## config.mk

```make
export PLATFORM = sky130hd
export DESIGN_NAME = mealy_hit_counter
export DESIGN_NICKNAME = d
export VERILOG_FILES = /design/src/rtl/mealy_hit_counter.sv
export SDC_FILE = /design/constraint.sdc
export NUM_CORES = 1
export LEC_CHECK = 0
export CORE_MARGIN = 3
export CORE_UTILIZATION = 50
export CTS_CLUSTER_SIZE = 12
export DETAILED_ROUTE_END_ITERATION = 6
export PLACE_DENSITY = 0.74
export REMOVE_ABC_BUFFERS = 1
export SLEW_MARGIN = 30
export SYNTH_ARGS = -nofsm -noshare
export SYNTH_HDL_FRONTEND = slang
export SYNTH_SLANG_ARGS = --single-unit
```

## constraint.sdc

```tcl
create_clock -name clk -period 2.44 [get_ports clk]
set_clock_uncertainty 0.1 [all_clocks]
set_input_delay 0.488 -clock clk [delete_from_list [all_inputs] [get_ports clk]]
set_output_delay 0.488 -clock clk [all_outputs]
set_load 0.03 [all_outputs]
```

## src/rtl/mealy_hit_counter.sv

```systemverilog
// Windowed hit counter fed by a Mealy detector output: counts y over win_len-cycle windows
// and reports the total. Define HIT_SAT_EN to saturate the accumulator instead of wrapping.
module mealy_hit_counter #(
    parameter int          CNT_W  = 8,
    parameter int          WIN_W  = 8,
    parameter int unsigned THRESH = 4
) (
    input  logic             clk,
    input  logic             rst,
    input  logic             en,
    input  logic [WIN_W-1:0] win_len,
    input  logic             y,
    output logic [CNT_W-1:0] count_out,
    output logic             valid,
    output logic             burst,
    output logic             busy
);

    typedef enum logic {
        IDLE = 1'b0,
        RUN  = 1'b1
    } state_t;

    state_t           state_q, state_d;
    logic [WIN_W-1:0] timer_q, timer_d;
    logic [CNT_W-1:0] acc_q, acc_d;
    logic [CNT_W-1:0] count_q, count_d;
    logic             valid_q, valid_d;
    logic             burst_q, burst_d;

    logic [WIN_W-1:0] win_load;
    logic [CNT_W-1:0] acc_inc;

    // win_len of 0 is treated as a one-cycle window; the timer counts down to 0.
    assign win_load = (win_len == '0) ? '0 : win_len - WIN_W'(1);

`ifdef HIT_SAT_EN
    assign acc_inc = (y && (acc_q != '1)) ? acc_q + CNT_W'(1) : acc_q;
`else
    assign acc_inc = acc_q + CNT_W'(y);
`endif

    always_comb begin
        state_d = state_q;
        timer_d = timer_q;
        acc_d   = acc_q;
        count_d = count_q;
        valid_d = 1'b0;
        burst_d = burst_q;
        case (state_q)
            IDLE: begin
                if (en) begin
                    state_d = RUN;
                    timer_d = win_load;
                    acc_d   = '0;
                end
            end
            RUN: begin
                if (!en) begin
                    // Abort: the partial window is dropped and the last report is kept.
                    state_d = IDLE;
                    timer_d = '0;
                    acc_d   = '0;
                end else if (timer_q == '0) begin
                    // Final sample of the window is folded into the report; the next
                    // window starts clean on the following cycle.
                    count_d = acc_inc;
                    valid_d = 1'b1;
                    burst_d = (32'(acc_inc) >= 32'(THRESH));
                    timer_d = win_load;
                    acc_d   = '0;
                end else begin
                    timer_d = timer_q - WIN_W'(1);
                    acc_d   = acc_inc;
                end
            end
        endcase
    end

    always_ff @(posedge clk) begin
        if (rst) begin
            state_q <= IDLE;
            timer_q <= '0;
            acc_q   <= '0;
            count_q <= '0;
            valid_q <= 1'b0;
            burst_q <= 1'b0;
        end else begin
            state_q <= state_d;
            timer_q <= timer_d;
            acc_q   <= acc_d;
            count_q <= count_d;
            valid_q <= valid_d;
            burst_q <= burst_d;
        end
    end

    assign count_out = count_q;
    assign valid     = valid_q;
    assign burst     = burst_q;
    assign busy      = (state_q == RUN);

endmodule

```

# After elaboration in Yosys (flattened, before gate mapping)
# Cells that the tools add are included.
# W data, S select, Z words.
totals:
  ff_bits: 27
  latchBits: 0
  mem_bits_rw: 0
  romBits: 0
  in_bits: 12
  out_inout_bits: 11
  word_cells: 28
  memories: 0
classes:
  add_sub_neg: 3
  n_mul: 0
  n_div: 0
  order_cmp: 1
  n_eq_ne: 1
  n_shift: 0
  muxes: 11
  n_bitwise: 2
  reduce_logical: 4
ops:
  columns: ["op", "n"]
  rows:
  - ["$mux W8", 7]
  - ["$pmux W8 S2", 2]
  - ["$logic_not A8 Y1", 2]
  - ["$sub A8 B1 Y8 const B", 2]
  - ["$add A8 B1 Y8", 1]
  - ["$ge A8 B3 Y1 const B", 1]
  - ["$reduce_and A3 Y1", 1]
  - ["$reduce_or A3 Y1", 1]
  - ["$mux W1", 2]
  - ["$ne A2 B2 Y1 const B", 1]
  - ["$not A1 Y1", 2]

# Depth between registers and ports, before layout
# Gate-level depths: netlist (run 1).
logic_depth:
  word_depth: 5
  ltp_mapped: 8
  mapped_depth_nobuf: 7

# Least setup slack after synthesis (run 1)
# No wires, ideal clock.
synth_path:
  path_kind: "input -> register"
  startpoint: "input win_len[4]"
  endpoint: "register timer_q[0]"
  setup_ps: 128
  t_arrival_ps: 1772
  required_time_ps: 2212
  setup_slack_ps: 439
  cell_stages: 5
  n_path_buf: 0
  path_cell_list: "or4_4 nor4b_4 a21oi_2 a221oi_1 a211oi_1"
synth_via:
  elab_chain_len: 5
  word_cells_on_any_way: 6
  classes_between: "mux (5); reduce/logical (1)"
synth_rtl:
  columns: ["element", "line_no", "rtl"]
  rows:
  - ["start, declared", "11", "input logic [WIN_W-1:0] win_len,"]
  - ["$logic_not A8 Y1 (*)", "35", "assign win_load = (win_len == '0) ? '0 : win_len - WIN_W'(1);"]
  - ["$mux W8 (*)", "35", null]
  - ["$mux W8", "64", "end else if (timer_q == '0) begin"]
  - ["$mux W8", "59", "if (!en) begin"]
  - ["$pmux W8 S2 (*)", "50", "case (state_q)"]
  - ["end signal, assigned", "90", "timer_q <= timer_d;"]
  - ["end, declared", "25", "logic [WIN_W-1:0] timer_q, timer_d;"]
# Every way passes the cells marked *; elsewhere a longest branch is shown, timed or not. The select of a mux whose other input is x is not followed.
# A chain may end at the register's enable or synchronous reset.

# Final worst setup path (run 1)
# Same ends and word-level chain as after synthesis.

==> out/results.md, run 1 <==
| Metric | This run | Unit |
|:---|:---|:---|
| Wire length of the first global-routing pass | 5590 | um |
| Via count of the first global-routing pass | 1264 | - |
| Final worst-path cycle share | 90.4 | % |
| Number of nets with antenna violations after detailed routing | 0 | - |
| Library cell occupying the most area in the post-synthesis netlist | sky130_fd_sc_hd__dfxtp_1 | - |
| Share of Yosys cell area claimed by the top area cell type | 34.5 | % |
| Class of the tightest hold or removal check | reg2reg | - |
| Ratio of cells with drive above 1 in the final layout | 13.1 | % |
| Standby leakage power | 0.707 | nW |
| Pin count of the biggest net entering global routing | 19 | - |
| Category of the critical setup timing path | in2reg | - |
| Standard-cell rows | 19 | - |
| Routability congestion estimate | 0.846 | - |
| Kind of launch point of the worst setup path | input port | - |
| Number of buffers created by CTS | 3 | - |
| Unrepaired setup endpoints after global routing | false | - |
| Horizontal die dimension | 62.0 | um |
| Largest cells by area after synthesis | sky130_fd_sc_hd__dfxtp_1 (34%), sky130_fd_sc_hd__ha_1 (5.6%), sky130_fd_sc_hd__xor2_1 (5.6%), sky130_fd_sc_hd__nor2_1 (5.0%), sky130_fd_sc_hd__a221oi_1 (3.9%) | - |
| Fraction of the mapped netlist area in simple logic gates | 22.3 | % |
| Port buffer count | 22 | - |
| Result of the run | complete, no violations | - |
| Final hold vios | 0 | - |
| Worst-path cell chain | clkdlybuf4s50_1 > or4_4 > nor4b_4 > a21oi_2 > a221oi_1 > a211oi_1 | - |
| Number of warnings printed during yosys synthesis | 0 | - |
| Cell count after synthesis | 178 | - |
| Ranking of synthesized cells by instance count | sky130_fd_sc_hd__dfxtp_1 (27), sky130_fd_sc_hd__nor2_1 (21), sky130_fd_sc_hd__nand2_1 (10), sky130_fd_sc_hd__xor2_1 (10), sky130_fd_sc_hd__nor3_1 (9) | - |
| Post-layout net count | 226 | - |
| Worst IR drop on VDD | 328 | uV |
| Max-cap violations | 0 | - |
| CP peak stage delay | 580 | ps |
| Most used flip-flop cell after synthesis | sky130_fd_sc_hd__dfxtp_1 | - |
| Part of the Yosys area used for sequential elements | 34.5 | % |
| Buffers inserted during post-CTS setup optimization | 0 | - |
| Setup tns final | 0 | ps |
| Most repeated cell in the gate-level netlist after synthesis | sky130_fd_sc_hd__dfxtp_1 | - |
| Remaining global-route overflow | 0 | - |
| Total global routing track utilization | 19.1 | % |
| Routed vias | 1372 | - |
| Endpoint arrival time on the critical path | 2340 | ps |
| Average footprint of a synthesized cell | 8.81 | um2 |
| Height of the chip | 62.0 | um |
| Total number of clock tree sinks | 27 | - |
| Largest family of logic cells by synthesized area | simple AND/OR/NAND/NOR gates | - |
| Initial antenna violation count | 0 | - |
| Critical-path top delay cell | sky130_fd_sc_hd__or4_4 | - |
| Remaining max-slew budget at the tightest pin | 73.7 | % |
| Ratio of total power to cell area | 451 | nW/um2 |
| Min Tclk post-route | 2210 | ps |
| Detailed Route WL | 3290 | um |
| Number of filler cells placed in the layout | 262 | - |
| Xor/xnor cell area share of the yosys netlist | 8.38 | % |
| Placeable core area | 2880 | um2 |
| Library cells used by synthesis | 42 | - |
| Transition time at the pin with the least slew margin | 395 | ps |
| Full die area | 3840 | um2 |
| Count of pins on the block boundary | 23 | - |
| Later-pin clock latency in the skew report | 330 | ps |
| Number of flops mapped to enable cells by yosys | 0 | - |
| DRC violation count after routing | 0 | - |
| Crit path capture type | register | - |
| Master cell of the clock root buffer | sky130_fd_sc_hd__clkbuf_4 | - |
| TritonCTS clock tree | built | - |
| Final setup violating endpoints | 0 | - |
| Layout overhead on the synthesized area | 21.6 | % |
| Maximum frequency from static timing analysis | 453 | MHz |
| Maximum count of clock buffers along a single path | 2 | - |
| Starting Density | 54.5 | % |
| Required time of the critical path | 2580 | ps |
| Synthesis-stage register bit count | 27 | - |
| Adder-cell share of the synthesized area | 5.59 | % |
| Drt wl/cell | 13.3 | um |
| Multiplexer fraction of the synthesized cell area | 3.35 | % |
| Synth Area in Compound Gates | 19.7 | % |
| Number of DRC violations after detailed-routing iteration 0 | 86 | - |
| Synthesized cell area | 1570 | um2 |
| DPL Wire Length | 2500 | um |
| Final instance area | 1910 | um2 |
| Clk slew on worst S/H paths | 150 | ps |
| Hold bufs inserted after CTS | 0 | - |
| Iteration count of the initial detailed-routing pass | 4 | - |
| Count of inserted antenna diode cells | 0 | - |
| Fraction of registers with async set/reset | 0 | % |
| H-tree level count | 1 | - |
| Maximum fanout count along the critical path | 8 | - |
| Fin. max-slew vios | 0 | - |
| Post-detailed-placement cell area | 1880 | um2 |
| Post-cts repair resize count | 0 | - |
| Ratio of routed vias to standard cells | 5.53 | - |
==> per-stage QoR <==
step / power [mW] / util (%) / setup WS, ps / std cells / hold slack, ps
floorplan: 0.598 / - / 312 / 166 / 370
global placement: 0.669 / 65.3 / -35.6 / 244 / 371
detailed placement: 0.676 / 65.3 / -118 / 244 / 382
CTS: 0.866 / 66.3 / 245 / 248 / 413
global route: 0.905 / 66.3 / 110 / 248 / 435
finish: 0.860 / 66.3 / 234 / 248 / 408
==> layout make-up <==
class                   count  area [um2]  area share, %
multi-input cells         131         931           48.8
flip-flops and latches     27         541           28.3
repair buffers             36         325           17.1
well taps                  42        52.6           2.76
inverters                   8        30.0           1.57
clock buffers               3        22.5           1.18
clock inverters             1        5.00          0.262
==> cells in the final DEF (no fill, tap or decap), types with 3 or more instances in the layout <==
| cell | instances |
|---|---|
| sky130_fd_sc_hd__inv_1 | 8 |
| sky130_fd_sc_hd__a21oi_1 | 6 |
| sky130_fd_sc_hd__clkbuf_4 | 3 |
| sky130_fd_sc_hd__ha_1 | 7 |
| sky130_fd_sc_hd__nand3_1 | 6 |
| sky130_fd_sc_hd__xnor2_1 | 5 |
| sky130_fd_sc_hd__xor2_1 | 10 |
| sky130_fd_sc_hd__nand2_1 | 10 |
| sky130_fd_sc_hd__a211oi_1 | 8 |
| sky130_fd_sc_hd__nor3_1 | 9 |
| sky130_fd_sc_hd__a22oi_1 | 3 |
| sky130_fd_sc_hd__clkdlybuf4s50_1 | 22 |
| sky130_fd_sc_hd__a221oi_1 | 7 |
| sky130_fd_sc_hd__o21ai_0 | 3 |
| sky130_fd_sc_hd__mux2i_1 | 3 |
| sky130_fd_sc_hd__buf_4 | 14 |
| sky130_fd_sc_hd__nor2_1 | 21 |
| sky130_fd_sc_hd__a311oi_1 | 4 |
| sky130_fd_sc_hd__dfxtp_1 | 27 |
==> kinds of logic (layout without fill, tap and decap cells) <==
| group | count (synthesis) | count (layout) |
|---|---|---|
| XOR/XNOR | 15 | 15 |
| AND/OR/NAND/NOR | 63 | 63 |
| adder cells (fa/ha/maj) | 7 | 7 |
| AO/OA/AOI/OAI | 41 | 41 |
| buffers and inverters | 20 | 48 |
| multiplexers | 5 | 5 |
| flip-flops | 27 | 27 |
==> flip-flops by register name, indices dropped and copies added (netlist names) <==
name and count:
acc_q 8, burst 1, busy 1, count_out 8, timer_q 8, valid 1
==> critical path, delay by kind of cell <==
family,cells,cell delay (ps)
AND/OR/NAND/NOR,2,870
AO/OA/AOI/OAI,3,560
buffers and inverters,1,430
==> layer usage <==
metal / global-route usage, % / wire length [um] / part of all wire, % / up-vias
li1: - / - / - / 708
met1: 25.5 / 1630 / 50 / 637
met2: 30.2 / 1520 / 46 / 23
met3: 4.96 / 106 / 3.2 / 4
met4: 5.45 / 25 / 0.76 / 0
met5: 0 / 0 / 0 / -
==> worst paths after layout <==
path,endpoint,cells past startpoint,start,slack (ps)
setup / recovery,timer_q[0]$_SDFFE_PP0P_,6,win_len[4],230
hold / removal,count_out[7]$_SDFFE_PP0P_,2,count_out[7]$_SDFFE_PP0P_,410
setup reg to reg,timer_q[0]$_SDFFE_PP0P_,7,timer_q[0]$_SDFFE_PP0P_,310
hold reg to reg,count_out[7]$_SDFFE_PP0P_,2,count_out[7]$_SDFFE_PP0P_,410
==> power breakdown <==
group          total (mW)  switching [mW]  internal [mW]
Combinational       0.188          0.0972         0.0912
Sequential          0.480          0.0220          0.458
Clock               0.192           0.131         0.0615
Total               0.860           0.250          0.611
Note: power is estimated with default switching activity, not from simulation.
==> inputs of run 2 (changes only) <==
Settings changed: CTS_BUF_LIST from default to sky130_fd_sc_hd__clkbuf_16.
==> run 2 against run 1 <==
Against the previous run: clock-buffer cell count unchanged; cell area increased by 2.8%; sequential cell count unchanged; die area unchanged; hold slack got worse by 11 ps; register-to-register slack about the same; clock power increased by 91%; power increased by 20%; routed wire length increased by 0.55%.
==> out/results.md, run 2 (same netlist as run 1, synthesis figures left out) <==
| Metric | This run | Unit | Delta |
|:---|:---|:---|:---|
| Result of the run | complete, no violations | - |  |
| Standard-cell rows | 19 | - | unchanged |
| Initial antenna violation count | 0 | - | unchanged |
| Remaining global-route overflow | 0 | - | unchanged |
| Met1 wire length | 1670 | um | +2.2% |
| Unrepaired setup endpoints after global routing | false | - |  |
| Min Tclk post-route | 2290 | ps | +88.5 ps |
| Number of DRC violations after detailed-routing iteration 0 | 107 | - | +24% |
| Total global routing track utilization | 19.2 | % | +0.085 points |
| DRC violation count after routing | 0 | - | unchanged |
| Highest metal used | met4 | - |  |
| Placeable core area | 2880 | um2 | unchanged |
| Switching Fraction | 25.7 | % | -3.4 points |
| Via count of the first global-routing pass | 1272 | - | +0.63% |
| Ratio of routed vias to standard cells | 5.56 | - | +0.51% |
| Buffers inserted during post-CTS setup optimization | 0 | - | unchanged |
| Max-cap violations | 0 | - | unchanged |
| Final setup violating endpoints | 0 | - | unchanged |
| Setup tns final | 0 | ps | unchanged |
| Total number of clock tree sinks | 27 | - | unchanged |
| Commonest non-fill, non-tap cell in the layout | sky130_fd_sc_hd__dfxtp_1 | - |  |
| H-tree level count | 1 | - | unchanged |
| Share of total power in sequential cells | 46.3 | % | -9.5 points |
| Later-pin clock latency in the skew report | 260 | ps | -70 ps |
| Worst IR drop on VDD | 501 | uV | +53% |
| Count of inserted antenna diode cells | 0 | - | unchanged |
| Drt wl/cell | 13.3 | um | +0.55% |
| Maximum count of clock buffers along a single path | 2 | - | unchanged |
| Starting Density | 54.5 | % | unchanged |
| Total power consumption of the routed design | 1.04 | mW | +20% |
| Maximum frequency from static timing analysis | 436 | MHz | -3.9% |
| Routed vias | 1379 | - | +0.51% |
| Post-layout util | 68.1 | % | +1.8 points |
| Final hold vios | 0 | - | unchanged |
| Pin count of the biggest net entering global routing | 19 | - | unchanged |
| Crit path capture type | register | - |  |
| Remaining max-slew budget at the tightest pin | 73.4 | % | -0.27 points |
| Clk slew on worst S/H paths | 70 | ps | -80 ps |
| Transition time at the pin with the least slew margin | 399 | ps | +4.10 ps |
| Share of power burned in the clock network | 35.5 | % | +13 points |
| Count of pins on the block boundary | 23 | - | unchanged |
| DPL Wire Length | 2500 | um | unchanged |
| Routed length on met3 | 92 | um | -13% |
| Class of the tightest hold or removal check | reg2reg | - |  |
| Master cell of the clock root buffer | sky130_fd_sc_hd__clkbuf_16 | - |  |
| Pint | 0.770 | mW | +26% |
| Maximum fanout count along the critical path | 8 | - | unchanged |
| Final hold slack | 397 | ps | -11.1 ps |
| Fin. max-slew vios | 0 | - | unchanged |
| Endpoint arrival time on the critical path | 2340 | ps | about the same |
| Layout overhead on the synthesized area | 25.0 | % |  |
| Horizontal die dimension | 62.0 | um | unchanged |
| Number of nets with antenna violations after detailed routing | 0 | - | unchanged |
| Most frequent cells in the layout | sky130_fd_sc_hd__dfxtp_1 (27), sky130_fd_sc_hd__clkdlybuf4s50_1 (22), sky130_fd_sc_hd__nor2_1 (21) | - |  |
| Standby leakage power | 0.730 | nW | +3.3% |
| Post-layout net count | 226 | - | unchanged |
| Routability congestion estimate | 0.846 | - | unchanged |
| Category of the critical setup timing path | in2reg | - |  |
| Met2 layer wire length in the routed design | 1510 | um | -0.53% |
| Ratio of total power to cell area | 528 | nW/um2 | +17% |
| Combinational Power Share | 18.2 | % | -3.7 points |
| Wire length of the first global-routing pass | 5600 | um | +0.23% |
| Psw | 0.266 | mW | +6.3% |
| TritonCTS clock tree | built | - |  |
| Number of buffers created by CTS | 3 | - | unchanged |
| Kind of launch point of the worst setup path | input port | - |  |
| Final worst-path cycle share | 94.0 | % | +3.6 points |
| Ratio of cells with drive above 1 in the final layout | 13.1 | % | unchanged |
| Post-cts repair resize count | 0 | - | unchanged |
| Height of the chip | 62.0 | um | unchanged |
| Port buffer count | 22 | - | unchanged |
| Detailed Route WL | 3300 | um | +0.55% |
| Required time of the critical path | 2480 | ps | -100 ps |
| Iteration count of the initial detailed-routing pass | 4 | - | unchanged |
| Hold bufs inserted after CTS | 0 | - | unchanged |
| Full die area | 3840 | um2 | unchanged |
run 2: cell counts in the layout (fill, tap and decap cells not counted):
No cell type changed its count.
run 2: power by group through the flow:
stage	clock, mW	sequential [mW]	combinational [mW]
floorplan	0	0.492	0.106
global placement	0	0.487	0.182
detailed placement	0	0.489	0.187
CTS	0.373	0.479	0.188
global route	0.393	0.482	0.207
finish	0.367	0.480	0.189
run 2: cell type report:
cell class              count  area (um2)
clock buffers               3        75.1
fillers                   254         917
multi-input cells         131         931
well taps                  42        52.6
inverters                   8        30.0
clock inverters             1        5.00
repair buffers             36         325
flip-flops and latches     27         541
run 2: metal layers:
layer  vias up  global-route usage, %
li1        705                      -
met1       646                   25.9
met2        24                   29.9
met3         4                   4.34
met4         0                   6.67
met5         -                      0
run 2: metrics by stage:
stage / cell area, um2 / worst slack [ps] / std cells
2_1_floorplan: 1500 / 312 / 166
3_3_place_gp: 1880 / -35.6 / 244
3_5_place_dp: 1880 / -118 / 244
4_1_cts: 1960 / 149 / 248
5_1_grt: 1960 / 18.3 / 248
6_report: 1960 / 145 / 248
run 2: path summary, 6_finish.rpt:
check / start / end / slack (ps) / cells past startpoint
min reg2reg: count_out[7]$_SDFFE_PP0P_ / count_out[7]$_SDFFE_PP0P_ / 400 / 2
max: win_len[4] / timer_q[0]$_SDFFE_PP0P_ / 150 / 6
max reg2reg: timer_q[0]$_SDFFE_PP0P_ / timer_q[0]$_SDFFE_PP0P_ / 320 / 7
min: count_out[7]$_SDFFE_PP0P_ / count_out[7]$_SDFFE_PP0P_ / 400 / 2
run 2: worst max-delay path, cell delays in order:
cell and delay, ps:
sky130_fd_sc_hd__clkdlybuf4s50_1 430, sky130_fd_sc_hd__or4_4 580, sky130_fd_sc_hd__nor4b_4 290, sky130_fd_sc_hd__a21oi_2 130
sky130_fd_sc_hd__a221oi_1 340, sky130_fd_sc_hd__a211oi_1 80
==> inputs of run 3 (changes only) <==
Settings changed: SLEW_MARGIN 30 to default.
==> results of run 3 <==
The final DEF is identical to that of run 2; final timing and power are the same.
